`config.mk`:
```
export PLATFORM = sky130hd
export DESIGN_NAME = oled_i2c_responder
export DESIGN_NICKNAME = d
export VERILOG_FILES = /design/src/rtl/oled_i2c_pkg.sv /design/src/rtl/i2c_cond_detect.sv /design/src/rtl/oled_i2c_responder.sv
export SDC_FILE = /design/constraint.sdc
export NUM_CORES = 1
export LEC_CHECK = 0
export ABC_AREA = 1
export ABC_CLOCK_PERIOD_IN_PS = 1830
export BUFFER_PORTS_ARGS = -buffer_cell sky130_fd_sc_hd__buf_2
export CELL_PAD_IN_SITES_DETAIL_PLACEMENT = 0
export CELL_PAD_IN_SITES_GLOBAL_PLACEMENT = 1
export CORE_MARGIN = 5
export CORE_UTILIZATION = 40
export CTS_BUF_LIST = sky130_fd_sc_hd__clkbuf_8
export CTS_CLUSTER_DIAMETER = 100
export DETAILED_ROUTE_END_ITERATION = 10
export GPL_ROUTABILITY_DRIVEN = 0
export GPL_TIMING_DRIVEN = 1
export PLACE_DENSITY_LB_ADDON = 0.25
export SYNTH_ARGS = -nofsm -noshare
export SYNTH_HDL_FRONTEND = slang
export SYNTH_HIERARCHICAL = 1
export SYNTH_SLANG_ARGS = --single-unit
```
`constraint.sdc`:
```
create_clock -name CLOCK -period 1.83 [get_ports CLOCK]
set_clock_uncertainty 0.15 [all_clocks]
set_input_delay 0.0915 -clock CLOCK [delete_from_list [all_inputs] [get_ports CLOCK]]
set_output_delay 0.0915 -clock CLOCK [all_outputs]
set_load 0.05 [all_outputs]
```
`src/rtl/oled_i2c_pkg.sv`:
```
`default_nettype none
// ============================================================================
//  Module      : oled_i2c_pkg
//  Description : Shared types and constants for the SSD1306-style I2C
//                write responder: FSM state encoding, default slave
//                address, SSD1306 control-byte values and the helper that
//                decides whether a bus condition cut a byte short.
//  Revision    : 1.0 - initial release
// ============================================================================
package oled_i2c_pkg;

   typedef enum logic [2:0] {
      ST_IDLE     = 3'd0,
      ST_ADDR     = 3'd1,
      ST_ADDR_ACK = 3'd2,
      ST_CTRL     = 3'd3,
      ST_CTRL_ACK = 3'd4,
      ST_DATA     = 3'd5,
      ST_DATA_ACK = 3'd6,
      ST_IGNORE   = 3'd7
   } state_t;

   localparam logic [6:0] OLED_ADDR_DEF    = 7'h3C;

   // SSD1306 control bytes: bit7 = Co (continuation), bit6 = D/C#
   localparam logic [7:0] CTRL_CMD_STREAM  = 8'h00;
   localparam logic [7:0] CTRL_DATA_STREAM = 8'h40;
   localparam logic [7:0] CTRL_CMD_SINGLE  = 8'h80;
   localparam logic [7:0] CTRL_DATA_SINGLE = 8'hC0;

   // A STOP or repeated START is always preceded by one SCL rising edge
   // that belongs to no real bit (the master raises SCL, then moves SDA).
   // That lone unfinished clock (count 1, clock still open) is not a
   // partial byte; any other non-zero count is.
   function automatic logic partial_byte(input logic [2:0] bit_cnt,
                                         input logic       clk_open);
      return (bit_cnt != 3'd0) && !((bit_cnt == 3'd1) && clk_open);
   endfunction

endpackage
`default_nettype wire

```
`src/rtl/i2c_cond_detect.sv`:
```
`default_nettype none
// ============================================================================
//  Module      : i2c_cond_detect
//  Description : Synchronises SCL/SDA into the clk domain, keeps one
//                edge-detect flop per line and produces registered
//                one-cycle pulses for START, STOP, SCL rise and SCL fall.
//                Input-to-pulse latency is SYNC_STAGES+1 cycles.
//  Ports       : clk, rst_n     - clock, async active-low reset
//                i_scl, i_sda   - raw bus lines
//                o_start/o_stop - bus condition pulses
//                o_scl_rise/o_scl_fall - SCL edge pulses
//                o_sda_smp      - synced SDA aligned with the edge pulses
//  Revision    : 1.0 - initial release
// ============================================================================
module i2c_cond_detect #(
   parameter int SYNC_STAGES = 2        // must be >= 2
) (
   input  logic clk,
   input  logic rst_n,
   input  logic i_scl,
   input  logic i_sda,
   output logic o_start,
   output logic o_stop,
   output logic o_scl_rise,
   output logic o_scl_fall,
   output logic o_sda_smp
);

   logic [SYNC_STAGES-1:0] r_scl_sync;
   logic [SYNC_STAGES-1:0] r_sda_sync;
   logic                   r_scl_d;
   logic                   r_sda_d;
   logic                   r_start;
   logic                   r_stop;
   logic                   r_scl_rise;
   logic                   r_scl_fall;
   logic                   r_sda_smp;

   logic                   w_scl;
   logic                   w_sda;

   assign w_scl = r_scl_sync[SYNC_STAGES-1];
   assign w_sda = r_sda_sync[SYNC_STAGES-1];

   // Everything resets to the idle-bus level (high) so that leaving reset
   // with the bus idle produces no spurious edges or conditions.
   always_ff @(posedge clk or negedge rst_n) begin
      if (!rst_n) begin
         r_scl_sync <= '1;
         r_sda_sync <= '1;
         r_scl_d    <= 1'b1;
         r_sda_d    <= 1'b1;
         r_start    <= 1'b0;
         r_stop     <= 1'b0;
         r_scl_rise <= 1'b0;
         r_scl_fall <= 1'b0;
         r_sda_smp  <= 1'b1;
      end else begin
         r_scl_sync <= {r_scl_sync[SYNC_STAGES-2:0], i_scl};
         r_sda_sync <= {r_sda_sync[SYNC_STAGES-2:0], i_sda};
         r_scl_d    <= w_scl;
         r_sda_d    <= w_sda;
         // SCL must be high on both sides of the SDA edge
         r_start    <= w_scl & r_scl_d &  r_sda_d & ~w_sda;
         r_stop     <= w_scl & r_scl_d & ~r_sda_d &  w_sda;
         r_scl_rise <=  w_scl & ~r_scl_d;
         r_scl_fall <= ~w_scl &  r_scl_d;
         r_sda_smp  <= w_sda;
      end
   end

   assign o_start    = r_start;
   assign o_stop     = r_stop;
   assign o_scl_rise = r_scl_rise;
   assign o_scl_fall = r_scl_fall;
   assign o_sda_smp  = r_sda_smp;

endmodule
`default_nettype wire

```
`src/rtl/oled_i2c_responder.sv`:
```
`default_nettype none
// ============================================================================
//  Module      : oled_i2c_responder
//  Description : Write-only I2C responder modelling the SSD1306 side of the
//                OLED link. Matches the slave address, ACKs by pulling SDA
//                low, decodes SSD1306 control bytes and strobes out every
//                command/data payload byte.
//  Ports       : CLOCK, RST_n       - clock, async active-low reset
//                OLED_SCL, OLED_SDA - bus lines (SDA = resolved wire level)
//                SDA_OE             - 1 = pull SDA low
//                RX_DATA, RX_DC     - last payload byte and its type
//                RX_VALID           - one-cycle payload strobe
//                BUS_BUSY           - high from START until STOP
//                ERR                - one-cycle strobe on a truncated byte
//  Revision    : 1.0 - initial release
// ============================================================================
module oled_i2c_responder
   import oled_i2c_pkg::*;
#(
   parameter logic [6:0] SLAVE_ADDR  = OLED_ADDR_DEF,
   parameter int         SYNC_STAGES = 2
) (
   input  logic       CLOCK,
   input  logic       RST_n,
   input  logic       OLED_SCL,
   input  logic       OLED_SDA,
   output logic       SDA_OE,
   output logic [7:0] RX_DATA,
   output logic       RX_DC,
   output logic       RX_VALID,
   output logic       BUS_BUSY,
   output logic       ERR
);

   logic       w_start;
   logic       w_stop;
   logic       w_rise;
   logic       w_fall;
   logic       w_sda;
   logic [7:0] w_byte;
   logic       w_partial;

   state_t     r_state;
   logic [2:0] r_bit_cnt;
   logic [6:0] r_shift;
   logic       r_clk_open;     // SCL rise seen for the current bit, fall not yet
   logic       r_co;
   logic       r_dc;
   logic       r_sda_oe;
   logic [7:0] r_rx_data;
   logic       r_rx_dc;
   logic       r_rx_valid;
   logic       r_bus_busy;
   logic       r_err;

   i2c_cond_detect #(
      .SYNC_STAGES (SYNC_STAGES)
   ) u_cond (
      .clk        (CLOCK),
      .rst_n      (RST_n),
      .i_scl      (OLED_SCL),
      .i_sda      (OLED_SDA),
      .o_start    (w_start),
      .o_stop     (w_stop),
      .o_scl_rise (w_rise),
      .o_scl_fall (w_fall),
      .o_sda_smp  (w_sda)
   );

   assign w_byte    = {r_shift, w_sda};
   assign w_partial = partial_byte(r_bit_cnt, r_clk_open);

   always_ff @(posedge CLOCK or negedge RST_n) begin
      if (!RST_n) begin
         r_state    <= ST_IDLE;
         r_bit_cnt  <= 3'd0;
         r_shift    <= 7'd0;
         r_clk_open <= 1'b0;
         r_co       <= 1'b0;
         r_dc       <= 1'b0;
         r_sda_oe   <= 1'b0;
         r_rx_data  <= 8'd0;
         r_rx_dc    <= 1'b0;
         r_rx_valid <= 1'b0;
         r_bus_busy <= 1'b0;
         r_err      <= 1'b0;
      end else begin
         r_rx_valid <= 1'b0;
         r_err      <= 1'b0;

         if (w_start) begin
            r_err      <= w_partial;
            r_state    <= ST_ADDR;
            r_bit_cnt  <= 3'd0;
            r_clk_open <= 1'b0;
            r_sda_oe   <= 1'b0;
            r_bus_busy <= 1'b1;
         end else if (w_stop) begin
            r_err      <= w_partial;
            r_state    <= ST_IDLE;
            r_bit_cnt  <= 3'd0;
            r_clk_open <= 1'b0;
            r_sda_oe   <= 1'b0;
            r_bus_busy <= 1'b0;
         end else begin
            if (w_fall) begin
               r_clk_open <= 1'b0;
            end

            case (r_state)
               ST_ADDR, ST_CTRL, ST_DATA: begin
                  if (w_rise) begin
                     r_shift <= w_byte[6:0];
                     if (r_bit_cnt == 3'd7) begin
                        r_bit_cnt <= 3'd0;
                        case (r_state)
                           ST_ADDR: begin
                              if ((w_byte[7:1] == SLAVE_ADDR) && !w_byte[0]) begin
                                 r_state <= ST_ADDR_ACK;
                              end else begin
                                 r_state <= ST_IGNORE;
                              end
                           end
                           ST_CTRL: begin
                              r_co    <= w_byte[7];
                              r_dc    <= w_byte[6];
                              r_state <= ST_CTRL_ACK;
                           end
                           default: begin
                              r_rx_data  <= w_byte;
                              r_rx_dc    <= r_dc;
                              r_rx_valid <= 1'b1;
                              r_state    <= ST_DATA_ACK;
                           end
                        endcase
                     end else begin
                        r_bit_cnt  <= r_bit_cnt + 3'd1;
                        r_clk_open <= 1'b1;
                     end
                  end
               end

               // First SCL fall (end of bit 8) grabs SDA, the next one
               // (end of the ninth clock) releases it and moves on.
               ST_ADDR_ACK, ST_CTRL_ACK, ST_DATA_ACK: begin
                  if (w_fall) begin
                     if (!r_sda_oe) begin
                        r_sda_oe <= 1'b1;
                     end else begin
                        r_sda_oe <= 1'b0;
                        case (r_state)
                           ST_ADDR_ACK: r_state <= ST_CTRL;
                           ST_CTRL_ACK: r_state <= ST_DATA;
                           default:     r_state <= r_co ? ST_CTRL : ST_DATA;
                        endcase
                     end
                  end
               end

               default: begin
                  // IDLE and IGNORE only react to START/STOP
                  r_sda_oe <= 1'b0;
               end
            endcase
         end
      end
   end

   assign SDA_OE   = r_sda_oe;
   assign RX_DATA  = r_rx_data;
   assign RX_DC    = r_rx_dc;
   assign RX_VALID = r_rx_valid;
   assign BUS_BUSY = r_bus_busy;
   assign ERR      = r_err;

endmodule
`default_nettype wire

```
==> results.toml <==
[outcome]
status = "finished clean"

[routing]
drtPass1Iterations = 4
post_drt_via_cell_ratio = 4.617
route.detailed.wl_per_inst_microns = 11.93
residual_antenna_violating_net_count_after_detailed_routing = 0
dr.first_iter.drc_count = 29
drt_wl_total_microns = 3053
route.vias.total = 1182
drcViolationCount = 0

[synthesis]
synth.top_cells.by_area = "sky130_fd_sc_hd__dfrtp_1, sky130_fd_sc_hd__nand2_1, sky130_fd_sc_hd__dfstp_2"
netlist.top_cell.by_area = "sky130_fd_sc_hd__dfrtp_1"
yosys_warnings = 6
synth_nets = 185
postSynthAreaPerCell_sq_um = 9.706
synth_area_sq_mm = 0.001718
area_fraction_of_the_dominant_cell_type_after_synthesis_pct = 48.07
post_synth_edffs = 0
synth-seq-cells = 39
synthesis.instances = 177
ys.flop_type = "sky130_fd_sc_hd__dfrtp_1"
fraction_of_registers_with_async_set_or_reset_after_synthesis_pct = 100.0
ys_seq_area_share_pct = 57.25
synthDistinctLibCells = 26

[final_layout]
fill_cells = 408
layout.nets = 213
share_of_final_layout_standard_cells_stronger_than_drive_strength_1_pct = 27.18
layout-area-overhead-vs-synth_pct = 16.75
num_antenna_cells = 0
finalInstanceArea_sq_mm = 0.002006

[critical_path]
reg2reg_path_depth = 9
crit_family = "flip-flops"
reg2reg_from = "r_bit_cnt[0]$_DFFE_PN0P_"
cp_slowest_cell = "sky130_fd_sc_hd__dfrtp_1"
crit_required_ps = 1860
crit_path_start_kind = "register"
timing.critical_path.mode_cell = "sky130_fd_sc_hd__nand2_1"
setup.worst_path.class = "reg2reg"
crit_arrival_ps = 1660
critical_path.reg2reg.endpoint = "RX_DC$_DFFE_PN0P_"
critical_path.n_buffers_inverters = 2
ff2ff_setup_slack_ps = 200
critical_path.cell_chain = "ha_1 > ha_1 > nand2_1 > nor2_4 > nand4_4 > buf_12 > inv_1 > nand2_1 > nand2_1"
worstPathMaxFanout = 18
end_kind = "register"
critical_path.max_stage_delay_ps = 400

[pwr]
power_switching_share_pct = 37.97
vdd.ir_drop.worst_v = 0.0005916
clock_power_share_pct = 22.3
powerDensity_mw_per_mm2 = 1249
cellInternalPower_uw = 1554
power.sequential.fraction_pct = 45.9
p_leak_uw = 0.001013
power.combinational.fraction_pct = 31.9
p_sw_uw = 951.0

[sta]
slew_headroom_pct = 67.94
timing_hold_violations_final = 0
totalNegativeSetupSlack_ps = 0
timing.final.setup_violations = 0
max_freq_ghz = 0.6129
max_slew.worst_pin.slew_ps = 480.9
post-route-period-util_pct = 89.16
setup_repair_after_global_routing_missed_its_margin = "false"
finalWorstPathRequiredPeriod_ps = 1632
drv_slew = 0

[clocking]
ctsRootBufferMaster = "sky130_fd_sc_hd__clkbuf_8"
worst_skew_late_latency_ps = 290
numClockSinks = 39
numCtsBuffers = 5
cts_buffer_depth = 2
cts.clk_slew.worst_paths_ps = 70
htree_num_levels = 2
cts_tree = "yes"

[die]
die_h_microns = 75.54
start_util_pct = 42.04
die_area_sq_mm = 0.005706
placementRows = 23
die_width_microns = 75.54
core-area_sq_mm = 0.004086
ios = 17

[worst_hold_path]
hold-path-cell-count = 0
worstHoldEndpoint = "u_cond/r_sda_sync[1]$_DFF_PN1_"
hold_class = "reg2reg"
hold_start = "u_cond/r_sda_sync[0]$_DFF_PN1_"

[placed_design]
total_of_buffers_placed_on_input_and_output_ports = 16
placed_cell_area_sq_mm = 0.001867
dpl.hpwl_microns = 2198

[global_routing]
grt_start_max_net_pins = 40
antenna_found_initial = 0
grt.overflow.total = 0
gr-usage-all-layers_pct = 12.88
via_count_of_the_first_global_routing_pass = 1264
grt_first_pass_wirelength_microns = 5547

[flow_run]
max_cap_viol_count = 0
==> placed cells by master (no fill, tap or decap), types with 3 or more instances in the layout <==
cell type and count:
sky130_fd_sc_hd__dfrtp_1 33, sky130_fd_sc_hd__inv_1 26, sky130_fd_sc_hd__nand2_1 46, sky130_fd_sc_hd__o21ai_0 11, sky130_fd_sc_hd__nand2_2 3, sky130_fd_sc_hd__nand3_1 5, sky130_fd_sc_hd__o21ai_2 9, sky130_fd_sc_hd__clkbuf_8 5
sky130_fd_sc_hd__buf_2 16, sky130_fd_sc_hd__ha_1 4, sky130_fd_sc_hd__dlygate4sd3_1 3, sky130_fd_sc_hd__o21ai_1 4, sky130_fd_sc_hd__nand4_1 4, sky130_fd_sc_hd__buf_4 4, sky130_fd_sc_hd__nor2_1 10, sky130_fd_sc_hd__dfstp_2 6
==> flip-flops by register name, summed over array words and instances, names as in the netlist <==
register           count
RX_DATA                8
r_shift                7
r_bit_cnt              3
r_state                3
u_cond/r_scl_sync      2
u_cond/r_sda_sync      2
BUS_BUSY               1
ERR                    1
RX_DC                  1
RX_VALID               1
SDA_OE                 1
r_clk_open             1
r_co                   1
r_dc                   1
u_cond/o_scl_fall      1
u_cond/o_scl_rise      1
u_cond/o_start         1
u_cond/o_stop          1
u_cond/r_scl_d         1
u_cond/r_sda_d         1
==> per-layer routing <==
| metal | GRT usage, % | wire length, microns | vias up |
|---|---|---|---|
| li1 | - | - | 608 |
| met2 | 21.86 | 1480 | 15 |
| met1 | 15.65 | 1432 | 554 |
| met5 | 0 | 0 | - |
| met4 | 4.660 | 37 | 0 |
| met3 | 3.562 | 103 | 5 |
==> stage by stage <==
| stage | total power, uW | worst slack [ps] | std cells | utilization [%] | hold WS, ps |
|---|---|---|---|---|---|
| floorplan | 1772 | 221.3 | 177 | - | -354.1 |
| global placement | 1933 | 150.7 | 244 | 45.68 | 16.31 |
| detailed placement | 1967 | 78.24 | 244 | 45.68 | 29.98 |
| CTS | 2545 | 66.77 | 255 | 48.59 | 210.8 |
| global route | 2746 | 50.19 | 256 | 49.08 | 215.6 |
| finish | 2505 | 198.3 | 256 | 49.08 | 208.6 |
==> power groups by stage <==
stage	Combinational, uW	Clock, uW	Sequential [uW]
6_report	799	558	1150
5_1_grt	942	628	1180
4_1_cts	815	582	1150
3_5_place_dp	804	0	1160
3_3_place_gp	779	0	1150
2_1_floorplan	585	0	1190
==> kinds of logic after synthesis <==
| group | count (synthesis) | share of synthesized area (%) |
|---|---|---|
| fa+ha+maj | 4 | 2.913 |
| flops | 39 | 57.25 |
| compound gates | 29 | 11.29 |
| simple gates | 74 | 20.90 |
| buf+inv | 31 | 7.647 |
==> worst max path at each step <==
stage	from	endpoint	slack, ps	depth (start not counted)
after floorplan	r_bit_cnt[0]$_DFFE_PN0P_	RX_DATA[6]$_DFFE_PN0P_	220	8
after global placement	r_bit_cnt[0]$_DFFE_PN0P_	RX_DATA[7]$_DFFE_PN0P_	150	7
after detailed placement	r_bit_cnt[0]$_DFFE_PN0P_	RX_DATA[1]$_DFFE_PN0P_	80	7
after CTS	r_bit_cnt[0]$_DFFE_PN0P_	RX_DATA[1]$_DFFE_PN0P_	70	7
after global routing	r_state[0]$_DFFE_PN0P_	r_state[0]$_DFFE_PN0P_	50	8
final	r_bit_cnt[0]$_DFFE_PN0P_	RX_DC$_DFFE_PN0P_	200	9
==> area by class of cell <==
| type | instances | area [sq um] | share of cell area (%) |
|---|---|---|---|
| Clock buffer | 5 | 68.82 | 3.431 |
| Clock inverter | 3 | 20.02 | 0.9981 |
| Inverter | 28 | 107.6 | 5.365 |
| Multi-Input combinational cell | 107 | 603.1 | 30.07 |
| Sequential cell | 39 | 983.4 | 49.03 |
| Tap cell | 50 | 62.56 | 3.119 |
| Timing Repair Buffer | 24 | 160.2 | 7.985 |
==> Yosys cell counts (2+ instances only) <==
cell / instances
sky130_fd_sc_hd__nand2_2: 3
sky130_fd_sc_hd__nand4_1: 4
sky130_fd_sc_hd__dfstp_2: 6
sky130_fd_sc_hd__o211ai_1: 2
sky130_fd_sc_hd__o21ai_1: 4
sky130_fd_sc_hd__dfrtp_1: 33
sky130_fd_sc_hd__nor2_4: 2
sky130_fd_sc_hd__o21ai_0: 11
sky130_fd_sc_hd__nor2_1: 10
sky130_fd_sc_hd__o21ai_2: 9
sky130_fd_sc_hd__inv_1: 26
sky130_fd_sc_hd__ha_1: 4
sky130_fd_sc_hd__nand2_1: 46
sky130_fd_sc_hd__nand3_1: 5
==> timing repair <==
action / CTS / global route
setup buffers: 0 / 1
resized for setup: 0 / 0
endpoints found under the setup margin: 0 / 9
endpoints found under the hold margin: 35 / 0
hold buffers: 3 / 0
No activity file was read; power rests on OpenSTA's default activity.
